==> config.mk <==
export PLATFORM = sky130hd
export DESIGN_NAME = dft_bin_scheduler
export DESIGN_NICKNAME = d
export VERILOG_FILES = /design/src/rtl/dft_bin_scheduler.sv
export SDC_FILE = /design/constraint.sdc
export NUM_CORES = 1
export LEC_CHECK = 0
export ABC_CLOCK_PERIOD_IN_PS = 7900
export CAP_MARGIN = 15
export CORE_MARGIN = 4
export CORE_UTILIZATION = 54
export CTS_CLUSTER_SIZE = 20
export DETAILED_ROUTE_END_ITERATION = 16
export HOLD_SLACK_MARGIN = 0.1
export PLACE_DENSITY_LB_ADDON = 0.3
export SETUP_SLACK_MARGIN = 0.05
export SLEW_MARGIN = 30
export SYNTH_ARGS = -nofsm -noshare
export SYNTH_HDL_FRONTEND = slang
export SYNTH_SLANG_ARGS = --single-unit
export TNS_END_PERCENT = 10
==> constraint.sdc <==
create_clock -name clk -period 7.9 [get_ports clk]
set_clock_uncertainty 0.1 [all_clocks]
set_input_delay 0.79 -clock clk [delete_from_list [all_inputs] [get_ports clk]]
set_output_delay 0.79 -clock clk [all_outputs]
set_load 0.01 [all_outputs]
==> src/rtl/dft_bin_scheduler.sv <==
// Buffers one multichannel frame and replays it once per bin through a shared serial
// single-bin DFT core, then hands each bin's re/im result out on a ready/valid port.
module dft_bin_scheduler #(
  parameter int unsigned X_WIDTH      = 16,
  parameter int unsigned S_WIDTH      = 32,
  parameter int unsigned FRAME_LENGTH = 8,
  parameter int unsigned BINS         = 4,
  parameter int unsigned CHANELS      = 2,
  localparam int unsigned NW          = $clog2(FRAME_LENGTH),
  localparam int unsigned BW          = (BINS > 1) ? $clog2(BINS) : 1
) (
  input  logic                         clk,
  input  logic                         rst,
  input  logic                         s_valid,
  output logic                         s_ready,
  input  logic [CHANELS*X_WIDTH-1:0]   s_x,
  output logic                         core_valid,
  output logic [CHANELS*X_WIDTH-1:0]   core_x,
  output logic [NW-1:0]                tw_idx,
  input  logic [NW-1:0]                core_counter,
  input  logic                         core_valid_o,
  input  logic [CHANELS*S_WIDTH-1:0]   core_re,
  input  logic [CHANELS*S_WIDTH-1:0]   core_im,
  output logic                         res_valid,
  input  logic                         res_ready,
  output logic [BW-1:0]                res_bin,
  output logic [CHANELS*S_WIDTH-1:0]   res_re,
  output logic [CHANELS*S_WIDTH-1:0]   res_im,
  output logic                         sync_err
);

  localparam logic [1:0] StLoad = 2'd0;
  localparam logic [1:0] StRun  = 2'd1;
  localparam logic [1:0] StWait = 2'd2;
  localparam logic [1:0] StOut  = 2'd3;

  localparam logic [NW-1:0] NLast = NW'(FRAME_LENGTH - 1);
  localparam logic [BW-1:0] KLast = BW'(BINS - 1);
  localparam logic [NW:0]   NFull = (NW + 1)'(FRAME_LENGTH);

  logic [1:0]                   state_q, state_d;
  logic [NW-1:0]                n_q, n_d;
  logic [NW-1:0]                idx_q, idx_d;
  logic [BW-1:0]                k_q, k_d;
  logic                         sync_err_q, sync_err_d;
  logic [BW-1:0]                res_bin_q, res_bin_d;
  logic [CHANELS*S_WIDTH-1:0]   res_re_q, res_re_d;
  logic [CHANELS*S_WIDTH-1:0]   res_im_q, res_im_d;
  logic [NW:0]                  idx_sum;

  logic [CHANELS*X_WIDTH-1:0]   frame_q [FRAME_LENGTH];

  always_comb begin
    state_d    = state_q;
    n_d        = n_q;
    k_d        = k_q;
    idx_d      = idx_q;
    sync_err_d = sync_err_q;
    res_bin_d  = res_bin_q;
    res_re_d   = res_re_q;
    res_im_d   = res_im_q;
    // Running twiddle index: idx tracks (k*n) mod N by repeated add-and-wrap.
    idx_sum    = {1'b0, idx_q} + (NW + 1)'(k_q);

    unique case (state_q)
      StLoad: begin
        if (s_valid) begin
          if (n_q == NLast) begin
            n_d     = '0;
            k_d     = '0;
            idx_d   = '0;
            state_d = StRun;
          end else begin
            n_d = n_q + 1'b1;
          end
        end
      end
      StRun: begin
        if (core_counter != n_q) sync_err_d = 1'b1;
        if (n_q == NLast) begin
          n_d     = '0;
          idx_d   = '0;
          state_d = StWait;
        end else begin
          n_d   = n_q + 1'b1;
          idx_d = (idx_sum >= NFull) ? NW'(idx_sum - NFull) : NW'(idx_sum);
        end
      end
      StWait: begin
        if (core_valid_o) begin
          res_re_d  = core_re;
          res_im_d  = core_im;
          res_bin_d = k_q;
          state_d   = StOut;
        end
      end
      StOut: begin
        if (res_ready) begin
          if (k_q == KLast) begin
            state_d = StLoad;
          end else begin
            k_d     = k_q + 1'b1;
            state_d = StRun;
          end
        end
      end
      default: state_d = StLoad;
    endcase
  end

  always_ff @(posedge clk) begin
    if (rst) begin
      state_q    <= StLoad;
      n_q        <= '0;
      k_q        <= '0;
      idx_q      <= '0;
      sync_err_q <= 1'b0;
      res_bin_q  <= '0;
      res_re_q   <= '0;
      res_im_q   <= '0;
    end else begin
      state_q    <= state_d;
      n_q        <= n_d;
      k_q        <= k_d;
      idx_q      <= idx_d;
      sync_err_q <= sync_err_d;
      res_bin_q  <= res_bin_d;
      res_re_q   <= res_re_d;
      res_im_q   <= res_im_d;
    end
  end

  // Frame storage needs no reset; it is fully rewritten before every replay.
  always_ff @(posedge clk) begin
    if ((state_q == StLoad) && s_valid) frame_q[n_q] <= s_x;
  end

  assign s_ready    = (state_q == StLoad);
  assign core_valid = (state_q == StRun);
  assign res_valid  = (state_q == StOut);
  assign core_x     = frame_q[n_q];
  assign tw_idx     = idx_q;
  assign res_bin    = res_bin_q;
  assign res_re     = res_re_q;
  assign res_im     = res_im_q;
  assign sync_err   = sync_err_q;

endmodule

==> metrics <==
first-pass GRT wire length=58.55 mm; CP max-delay cell=dfxtp_4; Syn Area/Cell=14.64 um^2; Area contributors post-synth=edfxtp_1 51%, dfxtp_1 19%, nand2_1 6.7%, mux4_1 6.4%, a21oi_1 4.4%; # rows=60; fin crit share=0.4852; CTS resizes=0; clk sinks=400; part of the power in registers=0.519; pwr/cell area=217.8 nW/um^2; Comb pwr share=0.067; drt pass-1 iters=5; Final Net Count=1537; antenna viol nets, final=0; CTS buffer count=40; P&R area growth vs syn=32.85%; critical path fanouts, max=34; hold crit path type=register to register; CP endpoint kind=output port; Final Util=0.7372; Slew Limit Fails=0; clock slew at reported path FFs=0.06 ns; r2r endpoint=frame_q[1][26]; Max Cap Violations=0; clock network fraction of total power=0.414; outcome=finished clean; Yosys warning total=0; R2R setup slack=5.22 ns; DRC violation total after the first TritonRoute iteration=741; PortBufs=336; final hold violations=0; IR Drop Worst-Case VDD=160.8 uV; Cell Area, Placed=18750 um^2; DRC=0; RSZ-0062 raised after global routing=no; Worst Tran Pin Value=0.8899 ns; EDFF count, synth=256; H-tree depth=2; worst path arrival time=2.94 ns; number of synthesized register bits=400; Die ar.=30670 um^2; core region area=27180 um^2; Clk Tree Root Cell=clkbuf_16; Final Instance Area=20030 um^2; synthesized area=15080 um^2; vias per inst=5.475; Syn Nets=1208; cells after synthesis=1030; fmax=0.2609 GHz; commonest non-fill, non-tap cell in the layout=clkdlybuf4s50_1; sw power=0.0008790 W; WHS Path Cells=2; width of the die=175.1 um; total negative setup slack=0 ns; Hold Crit Endpoint=res_re[7]; Die Span Y=175.1 um; Critical Path Start Type=register; largest net degree at the start of global routing=94; CP Class=register to output port; setup bufs post-CTS=0; Power, Total=0.004363 W; detail-routed net length per standard cell=22.23 um; share of layout cells above drive strength 1=0.1008; GRT Util Overall=0.2496; Remaining Overflow, GRT=0; ys flop type=edfxtp_1; vias=9653; Pint=0.003484 W; Worst slew margin=0.4067; number of global-route vias before repair=9808; Leakage=6.544 nW; CTS Buffer Depth=3; cell taking the most area after synthesis=edfxtp_1; cts hold-fix bufs=0; Async S/R FF share, synth=0; Routed WL=39.18 mm; Multi-input gate area=4194 um^2; R2R cell count=5; R2R Path Start=state_q[0]; antenna violations before repair=2; placed wire-length estimate=25.52 mm; Yosys top cell area share=0.5097; CTS tree=done; most frequent cells in the layout=335 x clkdlybuf4s50_1, 268 x nand2_1, 256 x edfxtp_1, 141 x dfxtp_1, 133 x a21oi_1; initial core utilization=0.5549; CP required=7.01 ns; Filler Cell Count=1731; Hold Path Origin=res_re[7]; Final Setup Violations=0; sequential share of the synthesized area=0.7009; sw frac=0.2015; Period minus WS final=3.833 ns; Reg area=10580 um^2; clock latency at the later pin of the worst-skew pair=0.52 ns; GP Congestion=0.8676; max incr delay on CP=0.70 ns; CP Cell Sequence=buf_16, mux4_1, mux2_2, clkdlybuf4s50_1; Yosys cell types=40; Top Ports=337
[worst max-delay path, delay by kind of cell (launching register included)]
family,cells,cell delay (ns)
buffers and inverters,2,0.79
flip-flops,1,0.70
multiplexers,2,0.90
[cell usage after synthesis, types with 4 or more instances]
cell type and number:
nand2_1 269, a21oi_1 133, edfxtp_1 256, mux4_1 37, mux2_4 7, ha_1 9, nand2b_1 5, mux2i_1 5
dfxtp_1 144, mux4_2 27, buf_6 8, mux2_2 25, buf_2 11, nor2_1 10, inv_1 6, nand3_1 4
clkbuf_1 38
[power by group through the flow]
stage / clock, W / sequential (W) / combinational (W)
6_report: 0.00181 / 0.00226 / 0.000291
5_1_grt: 0.00194 / 0.00227 / 0.000309
4_1_cts: 0.00184 / 0.00227 / 0.000293
3_5_place_dp: 0 / 0.00231 / 0.000289
3_3_place_gp: 0 / 0.00231 / 0.000275
2_1_floorplan: 0 / 0.00230 / 0.000132
[worst max-delay path by stage]
stage,from,end,slack [ns],cells past startpoint
after global placement,register,core_x[9],4.43,3
after detailed placement,register,core_x[9],4.57,4
after CTS,register,core_x[21],4.01,4
final,register,core_x[21],4.07,4
after global routing,register,core_x[20],3.91,4
after floorplan,state_q[0],frame_q[2][0],4.14,5
[per-layer routing]
metal / wire (um) / vias to the layer above / share of wire / global-route usage
li1: - / 4438 / - / -
met1: 14390 / 4797 / 0.37 / 0.2913
met2: 20400 / 345 / 0.52 / 0.4421
met3: 2998 / 73 / 0.077 / 0.07572
met4: 1391 / 0 / 0.036 / 0.08216
met5: 0 / - / 0 / 0
[logic make-up (layout without fill, tap and decap cells)]
kind of cell / after synthesis / count (layout) / share of synthesized area
DFF: 400 / 400 / 0.7009
other: 0 / 2 / 0
muxes: 101 / 101 / 0.1337
xor gates and xnor gates: 3 / 3 / 0.001743
and+or+nand+nor: 302 / 302 / 0.07990
buffers and inverters: 70 / 429 / 0.02530
adders and majority gates: 10 / 10 / 0.008795
AOI/OAI and AO/OA: 144 / 144 / 0.04961
[cell type report]
| type | instances | share of cell area |
|---|---|---|
| sequential | 400 | 0.5280 |
| multi-input combinational | 560 | 0.2093 |
| timing repair buffer | 351 | 0.1754 |
| clock buffer | 55 | 0.05590 |
| tap | 372 | 0.02323 |
| clock inverter | 17 | 0.006745 |
| inverter | 6 | 0.001124 |
| antenna | 2 | 0.0002498 |
[registers in the layout (all words and copies together), names as in the netlist, named ones only]
name      cells
sync_err      1
k_q           2
frame_q     256
state_q       2
res_im       64
res_bin       2
res_re       64
n_q           3
tw_idx        3
[per-stage QoR]
stage	hold WS, ns	cells	worst slack, ns
global route	0.3707	1761	3.908
detailed placement	0.3453	1688	4.566
finish	0.3521	1763	4.067
global placement	0.3378	1687	4.429
floorplan	0.3696	1030	4.136
CTS	0.3536	1760	4.011
Note: power is estimated with default switching activity, not from simulation.
